`config.mk`:
```
export PLATFORM = sky130hd
export DESIGN_NAME = semaforo_pedestre_param
export DESIGN_NICKNAME = d
export VERILOG_FILES = /design/src/rtl/semaforo_pkg.sv /design/src/rtl/semaforo_timer.sv /design/src/rtl/semaforo_pedestre_param.sv
export SDC_FILE = /design/constraint.sdc
export NUM_CORES = 1
export LEC_CHECK = 0
export BUFFER_PORTS_ARGS = -buffer_cell sky130_fd_sc_hd__buf_2
export CELL_PAD_IN_SITES_DETAIL_PLACEMENT = 2
export CELL_PAD_IN_SITES_GLOBAL_PLACEMENT = 2
export CORE_MARGIN = 5
export CORE_UTILIZATION = 38
export DETAILED_ROUTE_END_ITERATION = 8
export PLACE_DENSITY_LB_ADDON = 0.1
export SLEW_MARGIN = 20
export SYNTH_ARGS = -nofsm -noshare
export SYNTH_HDL_FRONTEND = slang
export SYNTH_HIERARCHICAL = 1
export SYNTH_SLANG_ARGS = --single-unit
```
`constraint.sdc`:
```
create_clock -name clk -period 10.2 [get_ports clk]
set_input_delay 3.06 -clock clk [delete_from_list [all_inputs] [get_ports clk]]
set_output_delay 3.06 -clock clk [all_outputs]
set_load 0.05 [all_outputs]
```
`src/rtl/semaforo_pkg.sv`:
```
// Shared types and default timing for the parametrised pedestrian crossing
// controller (semaforo_pedestre_param).
//
// Contents:
//   estado_t    - the six controller states with fixed 3-bit encodings; the
//                 encoding is exported on the debug port 'estado'.
//   DEF_*       - default phase durations in time-base ticks.
//
// Optional build macro used by the files that import this package:
//   PED_COUNTDOWN_EN - adds the pedestrian countdown output.
package semaforo_pkg;

    typedef enum logic [2:0] {
        VEIC_VERDE  = 3'd0,
        AMARELO     = 3'd1,
        VERM_TOTAL1 = 3'd2,
        PED_VERDE   = 3'd3,
        PED_PISCA   = 3'd4,
        VERM_TOTAL2 = 3'd5
    } estado_t;

    localparam int DEF_CNT_W       = 8;
    localparam int DEF_T_MIN_GREEN = 6;
    localparam int DEF_T_YELLOW    = 2;
    localparam int DEF_T_ALL_RED   = 1;
    localparam int DEF_T_PED_WALK  = 4;
    localparam int DEF_T_PED_CLEAR = 3;

endpackage

```
`src/rtl/semaforo_timer.sv`:
```
// Phase timer for the pedestrian crossing controller.
//
// Counts ticks spent in the current phase. A synchronous clear (asserted on
// every state change) has priority over counting. With i_sat high the count
// stops at i_limit-1 instead of wrapping, so the vehicle green can wait
// indefinitely for a request.
//
// Ports:
//   clk      in   system clock
//   rst      in   asynchronous active-low reset (count -> 0)
//   i_tick   in   time-base strobe; the count only moves when high
//   i_clr    in   synchronous clear
//   i_sat    in   hold at i_limit-1 instead of advancing
//   i_limit  in   phase length in ticks
//   o_done   out  count == i_limit-1 (last tick of the phase)
//   o_count  out  current count; only present with PED_COUNTDOWN_EN
module semaforo_timer #(
    parameter int CNT_W = 8
) (
    input  logic             clk,
    input  logic             rst,
    input  logic             i_tick,
    input  logic             i_clr,
    input  logic             i_sat,
    input  logic [CNT_W-1:0] i_limit,
    output logic             o_done
`ifdef PED_COUNTDOWN_EN
    ,
    output logic [CNT_W-1:0] o_count
`endif
);

    logic [CNT_W-1:0] r_cnt;

    assign o_done = (r_cnt == (i_limit - CNT_W'(1)));

`ifdef PED_COUNTDOWN_EN
    assign o_count = r_cnt;
`endif

    always_ff @(posedge clk or negedge rst) begin
        if (!rst) begin
            r_cnt <= '0;
        end else if (i_clr) begin
            r_cnt <= '0;
        end else if (i_tick && !(i_sat && o_done)) begin
            r_cnt <= r_cnt + CNT_W'(1);
        end
    end

endmodule

```
`src/rtl/semaforo_pedestre_param.sv`:
```
// Single-approach vehicle light with one pedestrian crosswalk.
//
// Vehicle green lasts at least T_MIN_GREEN ticks and is only left when a
// pedestrian request is latched. A request then runs
// AMARELO -> VERM_TOTAL1 -> PED_VERDE -> PED_PISCA -> VERM_TOTAL2 -> VEIC_VERDE,
// each phase exactly T_* ticks of the external 'tick' strobe.
//
// Ports:
//   clk             in   system clock
//   rst             in   asynchronous active-low reset
//   tick            in   one-cycle time-base strobe
//   botao_pedestre  in   pedestrian button (already synchronised, level)
//   Q1/Q2/Q3        out  vehicle red / yellow / green
//   Q4/Q5           out  pedestrian red / green
//   req_pending     out  "wait" lamp, high while a request is latched
//   estado          out  current state encoding (debug)
//   ped_countdown   out  remaining pedestrian ticks; only with PED_COUNTDOWN_EN
//
// Optional build macro: PED_COUNTDOWN_EN.
module semaforo_pedestre_param
    import semaforo_pkg::*;
#(
    parameter int CNT_W       = DEF_CNT_W,
    parameter int T_MIN_GREEN = DEF_T_MIN_GREEN,
    parameter int T_YELLOW    = DEF_T_YELLOW,
    parameter int T_ALL_RED   = DEF_T_ALL_RED,
    parameter int T_PED_WALK  = DEF_T_PED_WALK,
    parameter int T_PED_CLEAR = DEF_T_PED_CLEAR
) (
    input  logic       clk,
    input  logic       rst,
    input  logic       tick,
    input  logic       botao_pedestre,
    output logic       Q1,
    output logic       Q2,
    output logic       Q3,
    output logic       Q4,
    output logic       Q5,
    output logic       req_pending,
    output logic [2:0] estado
`ifdef PED_COUNTDOWN_EN
    ,
    output logic [CNT_W-1:0] ped_countdown
`endif
);

    estado_t          r_state;
    estado_t          w_next;
    logic [CNT_W-1:0] w_limit;
    logic             w_done;
    logic             w_state_chg;
    logic             r_req;
    logic             r_botao_q;
    logic             w_btn_rise;
    logic             r_flash;
`ifdef PED_COUNTDOWN_EN
    logic [CNT_W-1:0] w_count;
`endif

    assign w_state_chg = (w_next != r_state);
    assign w_btn_rise  = botao_pedestre & ~r_botao_q;

    semaforo_timer #(
        .CNT_W (CNT_W)
    ) u_timer (
        .clk     (clk),
        .rst     (rst),
        .i_tick  (tick),
        .i_clr   (w_state_chg),
        .i_sat   (r_state == VEIC_VERDE),
        .i_limit (w_limit),
        .o_done  (w_done)
`ifdef PED_COUNTDOWN_EN
        ,
        .o_count (w_count)
`endif
    );

    always_ff @(posedge clk or negedge rst) begin
        if (!rst) begin
            r_state <= VEIC_VERDE;
        end else begin
            r_state <= w_next;
        end
    end

    // Next state and per-phase length. Every exit needs a tick on the last
    // count of the phase, so state changes never happen with tick low.
    always_comb begin
        w_next  = r_state;
        w_limit = CNT_W'(T_MIN_GREEN);
        case (r_state)
            VEIC_VERDE: begin
                w_limit = CNT_W'(T_MIN_GREEN);
                if (tick && w_done && r_req) w_next = AMARELO;
            end
            AMARELO: begin
                w_limit = CNT_W'(T_YELLOW);
                if (tick && w_done) w_next = VERM_TOTAL1;
            end
            VERM_TOTAL1: begin
                w_limit = CNT_W'(T_ALL_RED);
                if (tick && w_done) w_next = PED_VERDE;
            end
            PED_VERDE: begin
                w_limit = CNT_W'(T_PED_WALK);
                if (tick && w_done) w_next = PED_PISCA;
            end
            PED_PISCA: begin
                w_limit = CNT_W'(T_PED_CLEAR);
                if (tick && w_done) w_next = VERM_TOTAL2;
            end
            VERM_TOTAL2: begin
                w_limit = CNT_W'(T_ALL_RED);
                if (tick && w_done) w_next = VEIC_VERDE;
            end
            default: w_next = VEIC_VERDE;
        endcase
    end

    // Request latch runs every cycle, independent of tick. Entry into
    // PED_VERDE serves the request and beats a simultaneous new edge; edges
    // while pedestrians already walk are dropped.
    always_ff @(posedge clk or negedge rst) begin
        if (!rst) begin
            r_botao_q <= 1'b0;
            r_req     <= 1'b0;
        end else begin
            r_botao_q <= botao_pedestre;
            if (w_next == PED_VERDE && r_state != PED_VERDE) begin
                r_req <= 1'b0;
            end else if (w_btn_rise && r_state != PED_VERDE) begin
                r_req <= 1'b1;
            end
        end
    end

    // Pedestrian red flashes during clearance, starting lit.
    always_ff @(posedge clk or negedge rst) begin
        if (!rst) begin
            r_flash <= 1'b1;
        end else if (w_next == PED_PISCA && r_state != PED_PISCA) begin
            r_flash <= 1'b1;
        end else if (r_state == PED_PISCA && tick) begin
            r_flash <= ~r_flash;
        end
    end

    always_comb begin
        Q1 = 1'b0;
        Q2 = 1'b0;
        Q3 = 1'b0;
        Q4 = 1'b0;
        Q5 = 1'b0;
        case (r_state)
            VEIC_VERDE:  begin Q3 = 1'b1; Q4 = 1'b1;    end
            AMARELO:     begin Q2 = 1'b1; Q4 = 1'b1;    end
            VERM_TOTAL1: begin Q1 = 1'b1; Q4 = 1'b1;    end
            PED_VERDE:   begin Q1 = 1'b1; Q5 = 1'b1;    end
            PED_PISCA:   begin Q1 = 1'b1; Q4 = r_flash; end
            VERM_TOTAL2: begin Q1 = 1'b1; Q4 = 1'b1;    end
            default:     begin Q3 = 1'b1; Q4 = 1'b1;    end
        endcase
    end

    assign req_pending = r_req;
    assign estado      = r_state;

`ifdef PED_COUNTDOWN_EN
    // Ticks left until pedestrians lose right of way.
    always_comb begin
        ped_countdown = '0;
        if (r_state == PED_VERDE) begin
            ped_countdown = CNT_W'(T_PED_WALK + T_PED_CLEAR) - w_count;
        end else if (r_state == PED_PISCA) begin
            ped_countdown = CNT_W'(T_PED_CLEAR) - w_count;
        end
    end
`endif

endmodule
```
==> flow_metrics.env <==
export IMPL_status="complete, no violations"
export IMPL_p_comb_frac=0.484
export IMPL_clock_latency_ps=290
export IMPL_arrival_ps=1760
export IMPL_design_core_area_um2=3050
export IMPL_rsz0062_at_grt="no"
export IMPL_worstMarginPinSlew_ps=870
export IMPL_cp_num_cells=3
export IMPL_ys_ff_latch=14
export IMPL_end_kind="primary output"
export IMPL_clkTransAtPathRegs_ps=90
export IMPL_pin_count=13
export IMPL_r2r_cells=12
export IMPL_cp_max_fo=15
export IMPL_cts_root_buffer="clkbuf_4"
export IMPL_drt_iter0_drc=8
export IMPL_final_core_util=0.448
export IMPL_die_w_um=66.6
export IMPL_num_vias=1067
export IMPL_numPortBuffers=12
export IMPL_cts_num_sinks=14
export IMPL_grt_pass1_wl_um=5540
export IMPL_swShare=0.473
export IMPL_slew_viol_final=0
export IMPL_finalSetupViolCount=0
export IMPL_vdd_ir_drop_max_mv=0.131
export IMPL_required_ps=7140
export IMPL_criticalPathCategory="flop to primary output"
export IMPL_synth_edf_count=0
export IMPL_htreeDepth=1
export IMPL_wl_met3_um=44
export IMPL_reg2reg_slack_ps=5980
export IMPL_dr_max_layer_used="met4"
export IMPL_clockBufferDepth=2
export IMPL_switchingPower_mw=0.138
export IMPL_synth_cell_types=48
export IMPL_p_seq_frac=0.369
export IMPL_synth_area_um2=1220
export IMPL_power_mw=0.292
export IMPL_crit_start="estado[1]"
export IMPL_grt_pass1_vias=1123
export IMPL_critPathSlowestCell="dfrtp_1"
export IMPL_post_cts_buffers=0
export IMPL_maxCapViolCount=0
export IMPL_reg2reg_to="u_timer/r_cnt[6]"
export IMPL_synth_flop_cell="dfrtp_1"
export IMPL_cts_hold_buf=0
export IMPL_syn_area_per_cell_um2=8.90
export IMPL_slowest_delay_ps=570
export IMPL_drive_gt1_frac=0.169
export IMPL_hp_class="flop to flop"
export IMPL_start_util=0.399
export IMPL_layout_worst_path_cycle_share=0.473
export IMPL_wire_per_inst_um=15.6
export IMPL_clockPowerShare=0.147
export IMPL_die_area_um2=4440
export IMPL_cp_start_kind="flop"
export IMPL_diodes=0
export IMPL_grt_antenna_before_repair=0
export IMPL_hold_viol=0
export IMPL_cts_tree="yes"
export IMPL_place_hpwl_um=2460
export IMPL_synthTopCellsByArea="dfrtp_1 (27%), mux2_1 (5.5%), nor2_1 (4.6%), nor2b_1 (4.1%), xor2_1 (3.6%)"
export IMPL_n_fill_cell=371
export IMPL_leakagePower_nw=0.541
export IMPL_slew_headroom=0.418
export IMPL_dr_wl_met2_um=1570
export IMPL_routabilityCongestion=0.729
export IMPL_viasPerCell=5.23
export IMPL_wl_met1_um=1530
export IMPL_drt_wl_total_um=3180
export IMPL_track_usage=0.164
export IMPL_p_per_area_nw_per_um2=213
export IMPL_fin_crit_ps=4820
export IMPL_critPathBufInv=1
export IMPL_antenna_left=0
export IMPL_timing_critical_path_to="Q3"
export IMPL_final_nets=167
export IMPL_ys_warn_count=6
export IMPL_ys_seq_area_frac=0.289
export IMPL_synth_top_area_frac=0.267
export IMPL_crit_chain="nor3_1 > nand2b_1 > buf_2"
export IMPL_syn_inst=137
export IMPL_rows=20
export IMPL_firstDrtPassIters=3
export IMPL_fmax_mhz=207
export IMPL_finClkSkew_ps=2.56
export IMPL_dieHeight_um=66.6
export IMPL_yosys_area_top_type="dfrtp_1"
export IMPL_grt_max_degree=16
export IMPL_rr_startpoint="estado[2]"
export IMPL_ctsResizeCount=0
export IMPL_area_delta_synth_final_pct=12.2
export IMPL_cts_buffers=3
export IMPL_grt_overflow_total=0
export IMPL_internal_power_mw=0.153
export IMPL_drc=0
export IMPL_synthArstFlopShare=1.00
export IMPL_tns_ps=0
export IMPL_crit_family="simple AND/OR/NAND/NOR gates"
logic make-up (layout without fill, tap and decap cells):
family / Yosys count / in the layout / synth area share
buf+inv: 11 / 20 / 0.0575
xor+xnor: 9 / 9 / 0.0647
flops: 14 / 14 / 0.289
other cells: 1 / 15 / 0.00308
simple gates: 62 / 62 / 0.285
mux: 6 / 6 / 0.0554
fa+ha+maj: 2 / 2 / 0.0205
compound gates: 32 / 32 / 0.225
power groups by stage:
stage / Combinational (mW) / Clock (mW) / Sequential, mW
after floorplan: 0.123 / 0 / 0.0968
after global placement: 0.136 / 0 / 0.106
after detailed placement: 0.143 / 0 / 0.109
after CTS: 0.144 / 0.0440 / 0.107
after global routing: 0.156 / 0.0475 / 0.112
final: 0.141 / 0.0428 / 0.108
routing by layer:
metal,global-route usage,vias to the layer above
met1,0.212,530
met3,0.0253,5
met5,0,-
met2,0.278,5
met4,0.0533,0
li1,-,527
worst min-delay path by stage:
stage                startpoint          end  slack [ps]  depth (start not counted)
finish              req_pending  req_pending         570                          1
global route          r_botao_q  req_pending         620                          2
CTS                 req_pending  req_pending         580                          1
detailed placement  req_pending  req_pending         550                          1
global placement    req_pending  req_pending         550                          1
floorplan             r_botao_q  req_pending         530                          2
layout by cell type, fill, tap and decap left out, types with 3 or more instances in the layout:
| cell | synthesis | routed |
|---|---|---|
| nand3_1 | 6 | 6 |
| buf_2 | 2 | 12 |
| mux2_1 | 6 | 6 |
| nor2b_1 | 8 | 8 |
| nand2_1 | 7 | 7 |
| nand2b_1 | 3 | 3 |
| nor2_1 | 15 | 15 |
| xor2_1 | 5 | 5 |
| inv_1 | 4 | 4 |
| clkbuf_4 | 0 | 3 |
| xnor2_1 | 4 | 4 |
| nand4_1 | 6 | 6 |
| nor3_1 | 4 | 4 |
| a21oi_1 | 8 | 8 |
| conb_1 | 1 | 15 |
| dfrtp_1 | 13 | 13 |
| o21ai_0 | 3 | 3 |
cell usage after synthesis (all sizes together) (2+ instances only):
cell type / count
xnor2: 4
inv: 4
a21oi: 8
nand3: 7
or3b: 2
nor2: 15
nor2b: 8
mux2: 6
a21o: 2
o21ai: 3
ha: 2
nand2: 7
dfrtp: 13
a21boi: 2
or3: 2
a31oi: 2
o311a: 2
buf: 6
nor3b: 2
o21a: 2
xor2: 5
nor3: 4
a211oi: 4
nand4: 6
nand2b: 3
registers in the layout, indices dropped and copies added (netlist names):
name           flops
estado             3
r_botao_q          1
u_timer/r_cnt      8
r_flash            1
req_pending        1
stage by stage:
| stage | worst slack [ps] | instances | hold slack, ps | area [um^2] |
|---|---|---|---|---|
| floorplan | 5120 | 151 | 534 | 1270 |
| global placement | 5640 | 200 | 555 | 1330 |
| detailed placement | 5540 | 200 | 555 | 1330 |
| CTS | 5370 | 204 | 576 | 1370 |
| global route | 5260 | 204 | 617 | 1370 |
| finish | 5380 | 204 | 570 | 1370 |
worst register-to-register path, cell delays in order (launching register included):
cell,delay (ps)
dfrtp_1,620
nor2b_1,300
a21boi_0,190
inv_1,110
ha_1,330
or3b_1,400
a211oi_2,240
nand3_2,160
a2111oi_4,500
a31oi_1,140
nor2_1,700
nor2_1,120
mux2_1,320
layout make-up:
type	count	area [um^2]	area share
timing repair buffer	12	60.1	0.0439
inverter	4	15.0	0.0110
multi-input combinational	126	850	0.621
tap	44	55.1	0.0403
sequential	14	352	0.257
clock buffer	4	36.3	0.0265
Note: power is estimated with default switching activity, not from simulation.
